===== config.mk =====
export PLATFORM = sky130hd
export DESIGN_NAME = imm_encoder
export DESIGN_NICKNAME = d
export VERILOG_FILES = /design/src/rtl/imm_encoder_pkg.sv /design/src/rtl/imm_encoder_scatter.sv /design/src/rtl/imm_encoder.sv
export SDC_FILE = /design/constraint.sdc
export NUM_CORES = 1
export LEC_CHECK = 0
export ABC_CLOCK_PERIOD_IN_PS = 4810
export CAP_MARGIN = 15
export CORE_MARGIN = 3
export CORE_UTILIZATION = 35
export DETAILED_ROUTE_END_ITERATION = 10
export DONT_BUFFER_PORTS = 1
export PLACE_DENSITY = 0.5
export REMOVE_ABC_BUFFERS = 1
export SYNTH_ARGS = -nofsm -noshare
export SYNTH_HDL_FRONTEND = slang
export SYNTH_SLANG_ARGS = --single-unit

===== constraint.sdc =====
create_clock -name clk -period 4.81 [get_ports clk]
set_clock_uncertainty 0.05 [all_clocks]
set_input_delay 0.962 -clock clk [delete_from_list [all_inputs] [get_ports clk]]
set_output_delay 0.962 -clock clk [all_outputs]
set_load 0.005 [all_outputs]

===== src/rtl/imm_encoder_pkg.sv =====
// Shared definitions for the RV32I immediate encoder and its matching extender.
// Contents: ImmSrc type codes, immediate field positions, sign-range check bit
// positions and a helper that tests whether the upper bits of a value are a
// pure sign extension.
package imm_encoder_pkg;

   typedef enum logic [1:0] {
      IMM_I = 2'b00,
      IMM_S = 2'b01,
      IMM_B = 2'b10,
      IMM_J = 2'b11
   } imm_src_e;

   // Low bit of each contiguous immediate field inside the instruction word
   localparam int unsigned I_FIELD_LSB    = 20;
   localparam int unsigned S_HI_FIELD_LSB = 25;
   localparam int unsigned S_LO_FIELD_LSB = 7;
   localparam int unsigned B_HI_FIELD_LSB = 25;
   localparam int unsigned B_LO_FIELD_LSB = 8;
   localparam int unsigned J_HI_FIELD_LSB = 21;
   localparam int unsigned J_MID_FIELD_LSB = 12;

   // Lowest immediate bit that must equal the sign for the value to fit
   localparam int unsigned I_SIGN_LSB = 11;
   localparam int unsigned S_SIGN_LSB = 11;
   localparam int unsigned B_SIGN_LSB = 12;
   localparam int unsigned J_SIGN_LSB = 20;

   // True when v[31:lsb] are all zeros or all ones
   function automatic logic upper_uniform(input logic [31:0] v, input int unsigned lsb);
      logic [31:0] m;
      m = '1 << lsb;
      return ((v & m) == m) || ((v & m) == '0);
   endfunction

endpackage


===== src/rtl/imm_encoder_scatter.sv =====
// imm_scatter: combinational immediate insertion and range check.
// Ports:
//   imm_i       32-bit two's complement byte offset
//   src_i       ImmSrc code (I/S/B/J)
//   template_i  instruction whose non-immediate bits are kept
//   instr_o     template with immediate bits scattered in
//   err_o       immediate does not fit, or is misaligned for B/J
module imm_scatter
   import imm_encoder_pkg::*;
(
   input  logic [31:0] imm_i,
   input  logic [1:0]  src_i,
   input  logic [31:0] template_i,
   output logic [31:0] instr_o,
   output logic        err_o
);

   always_comb begin
      instr_o = template_i;
      err_o   = 1'b0;
      case (src_i)
         IMM_I: begin
            instr_o[31:I_FIELD_LSB] = imm_i[11:0];
            err_o = !upper_uniform(imm_i, I_SIGN_LSB);
         end
         IMM_S: begin
            instr_o[31:S_HI_FIELD_LSB]             = imm_i[11:5];
            instr_o[S_LO_FIELD_LSB+4:S_LO_FIELD_LSB] = imm_i[4:0];
            err_o = !upper_uniform(imm_i, S_SIGN_LSB);
         end
         IMM_B: begin
            instr_o[31]                              = imm_i[12];
            instr_o[30:B_HI_FIELD_LSB]               = imm_i[10:5];
            instr_o[B_LO_FIELD_LSB+3:B_LO_FIELD_LSB] = imm_i[4:1];
            instr_o[7]                               = imm_i[11];
            err_o = imm_i[0] || !upper_uniform(imm_i, B_SIGN_LSB);
         end
         IMM_J: begin
            instr_o[31]                                = imm_i[20];
            instr_o[30:J_HI_FIELD_LSB]                 = imm_i[10:1];
            instr_o[20]                                = imm_i[11];
            instr_o[J_MID_FIELD_LSB+7:J_MID_FIELD_LSB] = imm_i[19:12];
            err_o = imm_i[0] || !upper_uniform(imm_i, J_SIGN_LSB);
         end
         default: begin
            instr_o = template_i;
            err_o   = 1'b0;
         end
      endcase
   end

endmodule


===== src/rtl/imm_encoder.sv =====
// imm_encoder: two-stage valid/ready pipeline that encodes an immediate into an
// RV32I instruction template and flags out-of-range immediates.
// Ports:
//   clk, rst                clock, asynchronous active-high reset
//   in_valid/in_ready       request handshake
//   in_imm, in_ImmSrc       immediate and its type code
//   in_template             instruction with non-immediate fields set
//   out_valid/out_ready     result handshake
//   out_instr, out_err      encoded instruction and range error
//   enc_count, err_count    saturating counts of delivered / erroneous results
module imm_encoder
   import imm_encoder_pkg::*;
#(
   parameter int unsigned width = 32,
   parameter int unsigned CNT_W = 16
) (
   input  logic             clk,
   input  logic             rst,
   input  logic             in_valid,
   output logic             in_ready,
   input  logic [width-1:0] in_imm,
   input  logic [1:0]       in_ImmSrc,
   input  logic [width-1:0] in_template,
   output logic             out_valid,
   input  logic             out_ready,
   output logic [width-1:0] out_instr,
   output logic             out_err,
   output logic [CNT_W-1:0] enc_count,
   output logic [CNT_W-1:0] err_count
);

   logic [width-1:0] scat_instr;
   logic             scat_err;

   imm_scatter u_scatter (
      .imm_i      (in_imm),
      .src_i      (in_ImmSrc),
      .template_i (in_template),
      .instr_o    (scat_instr),
      .err_o      (scat_err)
   );

   logic             s1_valid_q, s1_valid_d;
   logic [width-1:0] s1_instr_q, s1_instr_d;
   logic             s1_err_q,   s1_err_d;
   logic             s2_valid_q, s2_valid_d;
   logic [width-1:0] s2_instr_q, s2_instr_d;
   logic             s2_err_q,   s2_err_d;
   logic [CNT_W-1:0] enc_cnt_q,  enc_cnt_d;
   logic [CNT_W-1:0] err_cnt_q,  err_cnt_d;
   logic             s1_adv, s2_adv, out_fire;

   // A stage may load when it is empty or its content moves on this edge;
   // this makes in_ready combinational from out_ready so a full pipe still
   // sustains one transfer per clock.
   always_comb begin
      s2_adv   = !s2_valid_q || out_ready;
      s1_adv   = !s1_valid_q || s2_adv;
      out_fire = s2_valid_q && out_ready;
   end

   always_comb begin
      s1_valid_d = s1_valid_q;
      s1_instr_d = s1_instr_q;
      s1_err_d   = s1_err_q;
      s2_valid_d = s2_valid_q;
      s2_instr_d = s2_instr_q;
      s2_err_d   = s2_err_q;
      enc_cnt_d  = enc_cnt_q;
      err_cnt_d  = err_cnt_q;

      if (s1_adv) begin
         s1_valid_d = in_valid;
         if (in_valid) begin
            s1_instr_d = scat_instr;
            s1_err_d   = scat_err;
         end
      end

      if (s2_adv) begin
         s2_valid_d = s1_valid_q;
         if (s1_valid_q) begin
            s2_instr_d = s1_instr_q;
            s2_err_d   = s1_err_q;
         end
      end

      if (out_fire) begin
         if (enc_cnt_q != '1)
            enc_cnt_d = enc_cnt_q + CNT_W'(1);
         if (s2_err_q && (err_cnt_q != '1))
            err_cnt_d = err_cnt_q + CNT_W'(1);
      end
   end

   always_ff @(posedge clk or posedge rst) begin
      if (rst) begin
         s1_valid_q <= 1'b0;
         s1_instr_q <= '0;
         s1_err_q   <= 1'b0;
         s2_valid_q <= 1'b0;
         s2_instr_q <= '0;
         s2_err_q   <= 1'b0;
         enc_cnt_q  <= '0;
         err_cnt_q  <= '0;
      end else begin
         s1_valid_q <= s1_valid_d;
         s1_instr_q <= s1_instr_d;
         s1_err_q   <= s1_err_d;
         s2_valid_q <= s2_valid_d;
         s2_instr_q <= s2_instr_d;
         s2_err_q   <= s2_err_d;
         enc_cnt_q  <= enc_cnt_d;
         err_cnt_q  <= err_cnt_d;
      end
   end

   assign in_ready  = s1_adv;
   assign out_valid = s2_valid_q;
   assign out_instr = s2_instr_q;
   assign out_err   = s2_err_q;
   assign enc_count = enc_cnt_q;
   assign err_count = err_cnt_q;

endmodule


==> impl_results.md <==
- Cells after DPL: ~520
- CTS-repair resized insts: 0
- P_leak: 2.077 nW
- Synth Area in Simple Gates: 0.1298
- Fraction of layout cells with a size suffix above 1: 0.1973
- Drt via density: between 5 and 6
- First-pass GRT wire length: roughly 14 mm
- Post-CTS Setup Inserts: 0
- Min Hold Slack: around 0.42 ns
- CTS root buffer: clkbuf_16
- Gr ovfl total: 0
- Global router's overall resource usage: 0.1320
- Final setup margin: about 2.5 ns
- Die area: between 0.01 and 0.015 sq mm
- Crit path time final: roughly 2.3 ns
- Post-synthesis sequential area ratio: 0.5742
- Nets: 436
- Die Span Y: ~120 um
- Routed wire length: 8.720 mm
- Slew of the pin with the lowest slew margin: 1.005 ns
- Min-Delay Path Class: reg2reg
- Tcrit/Tclk final: 0.4705
- Status: finished clean
- Setup Viol. Count Final: 0
- Initial antenna violation count: 0
- Nature of the critical path startpoint: input port
- Pwr/cell area: between 400 and 500 mW/mm^2
- Die Width: 117.6 um
- Delay of the slowest critical-path stage: roughly 0.8 ns
- Diode count: 0
- Largest net degree at the start of global routing: 66
- Adder-cell area share of the yosys netlist: 0.01723
- Crit. End Element: flip-flop
- Mean Syn Cell Area: between 10 and 15 sq um
- DRC viols: 0
- Routability-driven placement congestion ratio: roughly 0.75
- Final hold viol count: 0
- Placed inst area: 0.004539 sq mm
- RSZ-0062 raised after global routing: false
- Drt initial violations: a little over 90
- Total CTS buffers: 9
- Initial DRT Pass Iterations: 4
- Final cell count without fillers: 533
- Synth Instances: around 360
- TritonCTS Sinks: 100
- CP Cell Sequence: nand3b_1 > nand2_2 > mux2_2
- Top Ports: 137
- Peak VDD IR: approximately 160 uV
- Switching share of power: 0.2842
- Critical Path RT: ~5.0 ns
- Total of max-cap violations: 0
- Synth cell types: 36
- Port bufs: 0
- # fillers: 1196
- Place WS: roughly 2.2 ns
- Post-Synthesis Cell Area: between 0.004 and 0.005 sq mm
- Max Clk Rate: between 400 and 500 MHz
- Most frequent cells in the layout: dfrtp_1 (100), mux2_2 (47), nand2_1 (36), o21ai_0 (22), xnor2_1 (20)
- Leading area contributor after synthesis: dfrtp_1
- Largest cells by area after synthesis: dfrtp_1 (57%), mux2_2 (12%), xnor2_1 (4.0%), nand2_1 (3.3%), o21ai_0 (2.5%)
- Cts hold-fix bufs: 0
- Row cnt: 40
- Routed Antenna Nets: 0
- Buffers & Inverters on Critical Path: 0
- Largest delay share family, worst path: simple AND/OR/NAND/NOR gates
- CP max FO: between 50 and 60
- Net Switching: roughly 620 uW
- Slowest cell on crit path: nand2_2
- Flop pwr share: 0.536
- Area occupied by multi-input gates: ~0.0018 sq mm
- Int Power: between 1.5 and 2 mW
- Clk buf depth: 2
- Crit path kind: in2reg
- Post-synthesis mux area share: 0.1433
- H-tree levels: 3
- Core box area: 0.01211 sq mm
- Share of the synthesized area in the top cell type: 0.5742
- Area Overhead vs Synth: 11.08%
- Via count of the routed design: about 2700
- DPL Wire Length: between 6 and 7 mm
- Starting Density: 0.3598
- Post-Synth XOR/XNOR Area: 0.05426
- FF+latch count, synth: 100
- Comb power frac: 0.132
- Sequential Area: between 0.002 and 0.003 sq mm
- Finished Cell Area: 0.004841 sq mm
- Slew Limit Headroom: 0.3275
- Synth warnings: 0
- CTS tree: done
- Largest family of logic cells by synthesized area: multiplexers
- Vias in the first global route: 2789
- Compound-gate portion of the synthesized area: 0.06776
- Worst skew pair latency: about 0.35 ns
- Wire per inst: 16.36 um
- Worst EP arrival: 2.44 ns
- Worst-path clk slew: roughly 0.07 ns
- Clock group share of total power: 0.332
- Setup TNS: 0 ns
- Most common cell after layout, fill and taps aside: dfrtp_1
- Pins Over Slew Limit: 0
-- layout make-up --
class,instances,area share
Clock inverter,7,0.01577
Timing Repair Buffer,1,0.001551
Tap cell,168,0.04342
Clock buffer,9,0.04652
Inverter,4,0.003619
Multi-Input combinational cell,244,0.3722
Sequential cell,100,0.5169
-- flip-flops by register name, summed over array words and instances (netlist names) --
signal / count
out_instr: 32
s1_instr_q: 32
enc_count: 16
err_count: 16
out_err: 1
out_valid: 1
s1_err_q: 1
s1_valid_q: 1
-- synthesized netlist by cell type, drive strengths merged --
cell,n
mux2,48
xnor2,20
a21boi,1
or2,1
a22o,1
inv,4
nor2b,4
a31oi,2
and4,3
a22oi,6
nor3,4
o31ai,1
dfrtp,100
o21a,2
buf,5
a21oi,10
a211oi,1
nand3,13
nor4,4
nand2b,3
mux2i,8
nand2,38
nor2,11
and3,9
a2111oi,1
ha,6
clkbuf,5
xor2,7
o21ai,22
or4,2
nand4,14
nand3b,2
-- logic make-up (layout without fill, tap and decap cells) --
family | after synthesis | after routing
simple gates | 108 | 108
fa+ha+maj | 6 | 6
xor+xnor | 27 | 27
compound gates | 47 | 47
buf+inv | 14 | 21
mux | 56 | 56
flops | 100 | 100
-- stage by stage --
step,utilization,power (mW)
3_3_place_gp,0.3748,1.480
3_5_place_dp,0.3748,1.493
4_1_cts,0.3997,2.235
2_1_floorplan,-,1.387
5_1_grt,0.3997,2.332
6_report,0.3997,2.192
-- final timing paths --
path,startpoint,endpoint,slack [ns],cells past startpoint
hold reg to reg,s1_instr_q[8],s1_instr_q[8],0.42,2
hold / removal,s1_instr_q[8],s1_instr_q[8],0.42,2
setup / recovery,out_ready,s1_instr_q[0],2.55,3
min in group asynchronous,rst,out_instr[5],0.59,1
setup reg to reg,out_valid,s1_instr_q[0],2.68,3
max in group asynchronous,rst,out_instr[13],3.14,2
-- layer usage --
| metal | vias to the layer above | global-route usage | share of wire |
|---|---|---|---|
| met5 | - | 0 | 0 |
| met4 | 0 | 0.06593 | 0.022 |
| met3 | 13 | 0.07112 | 0.12 |
| met2 | 105 | 0.1994 | 0.45 |
| met1 | 1290 | 0.1525 | 0.41 |
| li1 | 1287 | - | - |
-- tightest hold or removal path, cell delays in order (launching register included) --
cell and delay, ns:
dfrtp_1 0.34, nand2_1 0.04, o21ai_0 0.06
-- power groups by stage --
stage | clock network [mW] | registers (mW) | logic (mW)
after floorplan | 0 | 1.14 | 0.252
after global placement | 0 | 1.19 | 0.289
after detailed placement | 0 | 1.20 | 0.296
after CTS | 0.758 | 1.18 | 0.297
after global routing | 0.797 | 1.21 | 0.329
final | 0.728 | 1.18 | 0.289
No activity file was read; power rests on OpenSTA's default activity.
